--- src/rtl/tmds_encoder_pipe.sv ---
// tmds_encoder_pipe: pipelined DVI TMDS 8b/10b encoder for one colour channel.
// Four register levels between input and the tmds port:
//   s1  input capture plus popcount of the data byte
//   s2  transition-minimised word q_m plus its ones/zeros counts
//   s3  disparity control, running disparity r_cnt
//   out registered symbol that drives the serializer
// Optional build macro: TMDS_TERC4_EN adds island/aux_in and TERC4 coding
// of data-island guard periods. Without it the block is pure DVI.
module tmds_encoder_pipe (
  input  logic       clk_pix,
  input  logic       rst,
  input  logic       de,
  input  logic [7:0] data_in,
  input  logic [1:0] ctrl_in,
`ifdef TMDS_TERC4_EN
  input  logic       island,
  input  logic [3:0] aux_in,
`endif
  output logic [9:0] tmds
);

  localparam logic [9:0] CTRL_IDLE = 10'b1101010100;

  // stage 1 registers
  logic       r_s1_de;
  logic [1:0] r_s1_ctrl;
  logic [7:0] r_s1_data;
  logic [3:0] r_s1_n1d;
  // stage 2 registers
  logic       r_s2_de;
  logic [1:0] r_s2_ctrl;
  logic [8:0] r_s2_qm;
  logic [3:0] r_s2_n1q;
  logic [3:0] r_s2_n0q;
  // stage 3 and output registers
  logic signed [5:0] r_cnt;
  logic [9:0]        r_tmds_s3;
  logic [9:0]        r_tmds;

`ifdef TMDS_TERC4_EN
  logic       r_s1_island;
  logic [3:0] r_s1_aux;
  logic       r_s2_island;
  logic [3:0] r_s2_aux;
`endif

  logic [3:0]        w_n1d;
  logic              w_use_xnor;
  logic [8:0]        w_qm;
  logic [3:0]        w_n1q;
  logic [9:0]        w_sym;
  logic signed [5:0] w_cnt_nxt;
  logic signed [5:0] w_n1q_s;
  logic signed [5:0] w_n0q_s;
  logic signed [5:0] w_q8x2;
  logic signed [5:0] w_nq8x2;

`ifdef TMDS_TERC4_EN
  function automatic logic [9:0] terc4_code(input logic [3:0] a);
    logic [9:0] c;
    case (a)
      4'h0: c = 10'b1010011100;
      4'h1: c = 10'b1001100011;
      4'h2: c = 10'b1011100100;
      4'h3: c = 10'b1011100010;
      4'h4: c = 10'b0101110001;
      4'h5: c = 10'b0100011110;
      4'h6: c = 10'b0110001110;
      4'h7: c = 10'b0100111100;
      4'h8: c = 10'b1011001100;
      4'h9: c = 10'b0100111001;
      4'hA: c = 10'b0110011100;
      4'hB: c = 10'b1011000110;
      4'hC: c = 10'b1010001110;
      4'hD: c = 10'b1001110001;
      4'hE: c = 10'b0101100011;
      default: c = 10'b1011000011;
    endcase
    return c;
  endfunction
`endif

  // ones count of the live input byte, captured in stage 1
  always_comb begin
    w_n1d = '0;
    for (int i = 0; i < 8; i++) w_n1d = w_n1d + {3'b000, data_in[i]};
  end

  // stage 1: capture pixel, control and its popcount
  always_ff @(posedge clk_pix) begin
    if (rst) begin
      r_s1_de   <= 1'b0;
      r_s1_ctrl <= 2'b00;
      r_s1_data <= 8'h00;
      r_s1_n1d  <= 4'd0;
`ifdef TMDS_TERC4_EN
      r_s1_island <= 1'b0;
      r_s1_aux    <= 4'h0;
`endif
    end else begin
      r_s1_de   <= de;
      r_s1_ctrl <= ctrl_in;
      r_s1_data <= data_in;
      r_s1_n1d  <= w_n1d;
`ifdef TMDS_TERC4_EN
      r_s1_island <= island;
      r_s1_aux    <= aux_in;
`endif
    end
  end

  // transition-minimising XOR/XNOR chain and its ones count
  always_comb begin
    w_use_xnor = (r_s1_n1d > 4'd4) || ((r_s1_n1d == 4'd4) && !r_s1_data[0]);
    w_qm       = '0;
    w_qm[0]    = r_s1_data[0];
    for (int i = 1; i < 8; i++)
      w_qm[i] = w_use_xnor ? ~(w_qm[i-1] ^ r_s1_data[i]) : (w_qm[i-1] ^ r_s1_data[i]);
    w_qm[8] = ~w_use_xnor;
    w_n1q   = '0;
    for (int i = 0; i < 8; i++) w_n1q = w_n1q + {3'b000, w_qm[i]};
  end

  // stage 2: register q_m and its balance counts
  always_ff @(posedge clk_pix) begin
    if (rst) begin
      r_s2_de   <= 1'b0;
      r_s2_ctrl <= 2'b00;
      r_s2_qm   <= 9'd0;
      r_s2_n1q  <= 4'd0;
      r_s2_n0q  <= 4'd8;
`ifdef TMDS_TERC4_EN
      r_s2_island <= 1'b0;
      r_s2_aux    <= 4'h0;
`endif
    end else begin
      r_s2_de   <= r_s1_de;
      r_s2_ctrl <= r_s1_ctrl;
      r_s2_qm   <= w_qm;
      r_s2_n1q  <= w_n1q;
      r_s2_n0q  <= 4'd8 - w_n1q;
`ifdef TMDS_TERC4_EN
      r_s2_island <= r_s1_island;
      r_s2_aux    <= r_s1_aux;
`endif
    end
  end

  // disparity control: pick inverted/plain q_m and update running disparity
  always_comb begin
    w_n1q_s   = $signed({2'b00, r_s2_n1q});
    w_n0q_s   = $signed({2'b00, r_s2_n0q});
    w_q8x2    = $signed({4'b0000, r_s2_qm[8], 1'b0});
    w_nq8x2   = $signed({4'b0000, ~r_s2_qm[8], 1'b0});
    w_sym     = CTRL_IDLE;
    w_cnt_nxt = r_cnt;
    if (!r_s2_de) begin
      case (r_s2_ctrl)
        2'b00:   w_sym = 10'b1101010100;
        2'b01:   w_sym = 10'b0010101011;
        2'b10:   w_sym = 10'b0101010100;
        default: w_sym = 10'b1010101011;
      endcase
`ifdef TMDS_TERC4_EN
      if (r_s2_island) w_sym = terc4_code(r_s2_aux);
`endif
      w_cnt_nxt = 6'sd0;
    end else if ((r_cnt == 6'sd0) || (r_s2_n1q == r_s2_n0q)) begin
      w_sym = {~r_s2_qm[8], r_s2_qm[8], r_s2_qm[8] ? r_s2_qm[7:0] : ~r_s2_qm[7:0]};
      w_cnt_nxt = r_s2_qm[8] ? (r_cnt + w_n1q_s - w_n0q_s) : (r_cnt + w_n0q_s - w_n1q_s);
    end else if (((r_cnt > 6'sd0) && (r_s2_n1q > r_s2_n0q)) ||
                 ((r_cnt < 6'sd0) && (r_s2_n0q > r_s2_n1q))) begin
      w_sym     = {1'b1, r_s2_qm[8], ~r_s2_qm[7:0]};
      w_cnt_nxt = r_cnt + w_q8x2 + w_n0q_s - w_n1q_s;
    end else begin
      w_sym     = {1'b0, r_s2_qm[8], r_s2_qm[7:0]};
      w_cnt_nxt = r_cnt - w_nq8x2 + w_n1q_s - w_n0q_s;
    end
  end

  // stage 3 and output register; reset drops in-flight symbols and disparity
  always_ff @(posedge clk_pix) begin
    if (rst) begin
      r_cnt     <= 6'sd0;
      r_tmds_s3 <= CTRL_IDLE;
      r_tmds    <= CTRL_IDLE;
    end else begin
      r_cnt     <= w_cnt_nxt;
      r_tmds_s3 <= w_sym;
      r_tmds    <= r_tmds_s3;
    end
  end

  assign tmds = r_tmds;

endmodule

--- config.mk ---
export PLATFORM = sky130hd
export DESIGN_NAME = tmds_encoder_pipe
export DESIGN_NICKNAME = d
export VERILOG_FILES = /design/src/rtl/tmds_encoder_pipe.sv
export SDC_FILE = /design/constraint.sdc
export NUM_CORES = 1
export LEC_CHECK = 0
export ABC_AREA = 1
export BUFFER_PORTS_ARGS = -buffer_cell sky130_fd_sc_hd__buf_2
export CAP_MARGIN = 20
export CORE_ASPECT_RATIO = 0.75
export CORE_UTILIZATION = 50
export DETAILED_ROUTE_END_ITERATION = 16
export PLACE_DENSITY = 0.68
export SETUP_SLACK_MARGIN = 0.4
export SYNTH_ARGS = -nofsm -noshare
export SYNTH_HDL_FRONTEND = slang
export SYNTH_SLANG_ARGS = --single-unit
--- constraint.sdc ---
create_clock -name clk_pix -period 9.6 [get_ports clk_pix]
set_input_delay 0.48 -clock clk_pix [delete_from_list [all_inputs] [get_ports clk_pix]]
set_output_delay 0.48 -clock clk_pix [all_outputs]
set_load 0.05 [all_outputs]
; ---- Yosys cells after proc, flatten, opt, wreduce, memory -nomap -nowiden
; Index checks and enable logic that the tools add are counted.
; W data, S select, Z words.
[word_totals]
reg_bits = 61
latch_bits = 0
ram_bits = 0
rom_bits = 0
out_inout_bits = 10
mem_count = 0
[op_classes]
add_sub_neg = 25
n_mul = 0
n_div = 0
magnitude_cmp = 5
eq_ne = 4
shift = 0
n_mux = 15
bitwise = 18
n_reduce_logical = 10
[op_table]
columns = cell, n
row1 = $add A4 B1 Y4, 8
row2 = $mux W10, 3
row3 = $pmux W10 S3, 1
row4 = $add A6 B5 Y6, 4
row5 = $sub A6 B5 Y6, 4
row6 = $mux W6, 3
row7 = $not A1 Y1, 10
row8 = $add A3 B1 Y4, 2
row9 = $gt A4 B4 Y1, 2
row10 = $mux W8, 1
row11 = $not A8 Y8, 1
row12 = $mux W1, 7
row13 = $xor A1 B1 Y1, 7
row14 = $add A2 B1 Y3, 2
row15 = $add A6 B3 Y6, 1
row16 = $gt A6 B1 Y1 const B, 1
row17 = $logic_not A6 Y1, 1
row18 = $lt A6 B1 Y1 const B, 1
row19 = $sub A6 B3 Y6, 1
row20 = $add A1 B1 Y2, 2
row21 = $eq A4 B3 Y1 const B, 1
row22 = $eq A4 B4 Y1, 1
row23 = $gt A4 B3 Y1 const B, 1
row24 = $sub A4 B4 Y4 const A, 1
row25 = 7 further kinds, 11

; ---- Depth between registers and ports, before layout
[depth]
ltp_word = 24
depth_mapped = 25

; ---- Worst setup path before layout
; Ideal clock, no wire load.
[synth_timing]
path_kind = reg-to-reg
from = reg r_s1_data[0]
to = reg r_s2_n0q[2]
setup_ps = 128
arrival_time_ps = 3457
path_slack_ps = 6015
path_stages_with_launch = 19
path_buffers = 0
period_less_slack_ps = 3585
cell_sequence = dfxtp_1 nand2_1 nand2_1 nand2_2 nand2_2 xor2_1 inv_1 fa_1 nand3_1 nand2_1 inv_1 ha_1 fa_1 ha_1 inv_1 fa_1 ha_1 xor2_1 nor2_1
[synth_between]
elab_chain_cells = 24
elab_cells_between_ends = 32
cone_classes = 8 x add/sub / 7 x mux / 14 x bitwise / 3 x reduce/logical
[synth_rtl]
columns = item, line
row1 = from (decl), 27  ; logic [7:0] r_s1_data;
row2 = from (signal assigned), 103  ; r_s1_data <= data_in;
row3 = $logic_not A1 Y1, 114  ; w_use_xnor = (r_s1_n1d > 4'd4) || ((r_s1_n1d == 4'd4) && !r_s1_data[0]);
row4 = $logic_and A1 B1 Y1, 114
row5 = $logic_or A1 B1 Y1, 114
row6 = $mux W1, 118  ; w_qm[i] = w_use_xnor ? ~(w_qm[i-1] ^ r_s1_data[i]) : (w_qm[i-1] ^ r_s1_data[i]);
row7 = $xor A1 B1 Y1, 118
row8 = $not A1 Y1, 118
row9 = $mux W1, 118
row10 = $xor A1 B1 Y1, 118
row11 = $not A1 Y1, 118
row12 = $mux W1 *, 118
row13 = net w_qm[3], 49  ; logic [8:0] w_qm;
row14 = branches (longest 12 deep; another with $add A3 B1 Y4), --
row15 = $add A4 B1 Y4 *, 121  ; for (int i = 0; i < 8; i++) w_n1q = w_n1q + {3'b000, w_qm[i]};
row16 = $sub A4 B4 Y4 *, 141  ; r_s2_n0q <= 4'd8 - w_n1q;
row17 = to (signal assigned), 141
row18 = to (decl), 34  ; logic [3:0] r_s2_n0q;
; Mark *: on every way through the listed nets, which the timed path passes.
; A chain may end at the register's enable or synchronous reset.

; ---- Worst setup path in the final report
[layout_timing]
from = reg r_s1_data[0]
to = reg r_s2_n0q[3]
; Same word-level chain as after synthesis.

==> flow_summary.toml <==
[outcome]
status = "completed"

[synth]
async_reset_ff_frac = 0
synth-compound-area-share = 0.0812
yosys_most_used_dff = "dfxtp_1"
ys_seq_elements = 60
yosys.area_share.simple = 0.199
synth_area_per_cell_um2 = 7.91
synth_edf_count = 0
syn_area_um2 = 3840
synth-adder-area-share = 0.239
synthXorXnorAreaFrac = 0.0456
synthMuxAreaShare = 0
synth_fp_nets = 560
yosysSeqAreaShare = 0.313
synth_top_family_by_area = "adder cells"
syn_inst = 485
ys_types = 29
yosys_warnings = 0

[power]
p_leak_uw = 0.00222
power.density_nw_per_um2 = 371
ir_drop_mv = 0.144
combPwrFrac = 0.659
total_power_uw = 1570
p_sw_frac = 0.486
switchingPower_uw = 762
intPower_uw = 807
clockPowerShare = 0.139
p_seq_frac = 0.202

[global_routing]
grt_pass1_wl_um = 12400
grtUsageTotal = 0.201
grt_max_degree = 51
overflow = 0
antenna_found_initial = 0
grt_pass1_vias = 2756

[floorplan]
core_um2 = 7400
die_w_um = 103
row_count = 27
initial_core_util = 0.519
die_y_um = 77.9
die_area_um2 = 8040
ios = 23

[sta]
fin_crit_ns = 3.97
drv_slew = 0
tns_ns = 0
fmax_mhz = 252
timing.final.crit_share = 0.414
rsz0062_at_grt = "no"
worst_hold_slack_ns = 0.340
finalClockSkew_ns = 0.00980
worst_slew_pin_slew_ns = 0.834
finalSetupViolCount = 0
hold_viol_final = 0
slew-limit-headroom = 0.444

[route]
avgViaCountPerCell = 4.72
wl_per_cell_um = 11.5
drt-initial-drc-count = 209
drt-pass1-iter-count = 4
dr_total_vias = 2918
dr_wl_met3_um = 432
drcViolationCount = 0
routed_wl_um = 7100
highest_layer = "met4"
ant_nets = 0
wl_met1_um = 3570
wl_met2_um = 3030

[clock_network]
clock_path_buffers = 2
cts_buffers = 9
clkLatencyLatePin_ns = 0.34
post-cts-setup-buffers = 0
cts_hold_buf = 0
cts_max_level = 3
cts_num_sinks = 60
cts_tree = "built"
ctsResizeCount = 0
clock-root-buffer = "clkbuf_8"
path_clk_slew_ns = 0.07

[cells_and_area]
nets = 587
syn2layout_area_growth_pct = 10.3
post-route-util = 0.572
drive_above_1_share = 0.133
stdcell_area_um2 = 4230
antenna_cells = 0

[setup_path]
end_kind = "flip-flop"
r2r-start = "r_s1_data[0]"
crit_path_start_kind = "flip-flop"
worstPathArrival_ns = 4.18
r2r_slack_ns = 5.63
r2r-end = "r_s2_n0q[3]"
critPathRequiredTime_ns = 9.81
cp_max_fo = 5
worstSetupPathType = "reg2reg"
reg2regPathDepth = 20

[hold_path]
min_from = "de"
hp-class = "in2reg"
min_path_cells = 3
min_to = "r_s1_de"

[placed_design]
dpl-instance-area_um2 = 4040
portBuffers = 22
hpwl_um = 5730
gp_congestion = 0.878

[run]
maxCapViolCount = 0
[final cells by class]
class                           instances  area (µm²)
Clock buffer                           10         128
Clock inverter                          6        65.1
Fill cell                             683        3160
Inverter                              116         435
Multi-Input combinational cell        303        2170
Sequential cell                        60        1200
Tap cell                              101         126
Timing Repair Buffer                   22         110
[sequential cells by signal, indices dropped and copies added, names as in the netlist, named ones only]
| name | flops |
|---|---|
| r_tmds_s3 | 10 |
| tmds | 10 |
| r_s2_qm | 9 |
| r_s1_data | 8 |
| r_cnt | 5 |
| r_s1_n1d | 4 |
| r_s2_n1q | 4 |
| r_s2_n0q | 3 |
| r_s1_ctrl | 2 |
| r_s2_ctrl | 2 |
| r_s1_de | 1 |
| r_s2_de | 1 |
[metrics by stage]
stage          std cells  setup WS [ns]
4_1_cts              618           5.65
3_5_place_dp         602           5.69
5_1_grt              618           5.40
3_3_place_gp         602           5.86
2_1_floorplan        485           6.02
6_report             618           5.63
[cell usage after synthesis, types with 5 or more instances]
master / n / area share
nand4_1: 5 / 0.0081
ha_1: 43 / 0.14
fa_1: 19 / 0.099
a21oi_1: 22 / 0.029
nand2_2: 11 / 0.018
xor2_1: 13 / 0.030
o21ai_0: 15 / 0.020
nand3_1: 25 / 0.033
or2_2: 5 / 0.0081
dfxtp_1: 60 / 0.31
inv_1: 112 / 0.11
nor2_1: 41 / 0.040
clkbuf_1: 5 / 0.0049
nand2_1: 69 / 0.067
xnor2_1: 7 / 0.016
[metal layers]
metal | up-vias | track usage
li1 | 1531 | -
met1 | 1300 | 0.285
met2 | 77 | 0.295
met3 | 10 | 0.0514
met4 | 0 | 0.0662
met5 | - | 0
[placed cells by master, fill, tap and decap left out, drive strengths merged]
master / count
inv: 116
nand2: 83
dfxtp: 60
nor2: 45
ha: 43
nand3: 28
a21oi: 23
buf: 22
fa: 19
o21ai: 19
xor2: 13
clkbuf: 10
xnor2: 7
nand4: 5
or2: 5
a31oi: 4
o211ai: 4
clkinv: 4
a21o: 2
nor3: 1
o31ai: 1
a41oi: 1
bufinv: 1
clkinvlp: 1
[logic make-up (layout without fill, tap and decap cells)]
| family | after synthesis | after routing |
|---|---|---|
| buffers and inverters | 122 | 154 |
| XOR/XNOR | 20 | 20 |
| AO/OA/AOI/OAI | 54 | 54 |
| flip-flops | 60 | 60 |
| adder cells (fa/ha/maj) | 62 | 62 |
| AND/OR/NAND/NOR | 167 | 167 |
[worst max-delay path, cell delays in order (launching register included)]
cell     delay, ns
dfxtp_1       0.45
inv_2         0.07
nand2_1       0.06
nand2_1       0.08
nand2_1       0.12
nand2_2       0.08
xor2_1        0.20
inv_1         0.09
fa_1          0.50
nand3_1       0.11
nand2_1       0.09
inv_1         0.04
ha_1          0.27
fa_1          0.49
ha_1          0.16
inv_1         0.05
fa_1          0.37
xnor2_1       0.26
inv_1         0.12
a31oi_1       0.15
a41oi_1       0.06
[worst max path at each step]
stage | cells past startpoint | endpoint | from | slack (ns)
2_1_floorplan | 18 | r_s2_n0q[2] | r_s1_data[0] | 6.02
3_3_place_gp | 18 | r_s2_n0q[2] | r_s1_data[0] | 5.86
3_5_place_dp | 20 | r_s2_n0q[3] | r_s1_data[0] | 5.69
4_1_cts | 20 | r_s2_n0q[3] | r_s1_data[0] | 5.65
5_1_grt | 20 | r_s2_n0q[3] | r_s1_data[0] | 5.40
6_report | 20 | r_s2_n0q[3] | r_s1_data[0] | 5.63
[power by group through the flow]
stage	Combinational [µW]	Clock [µW]	Sequential [µW]
2_1_floorplan	806	0	320
3_3_place_gp	986	0	321
3_5_place_dp	1010	0	322
4_1_cts	1030	224	317
5_1_grt	1190	237	321
6_report	1030	218	317
Power figures use the tool's default switching activity.
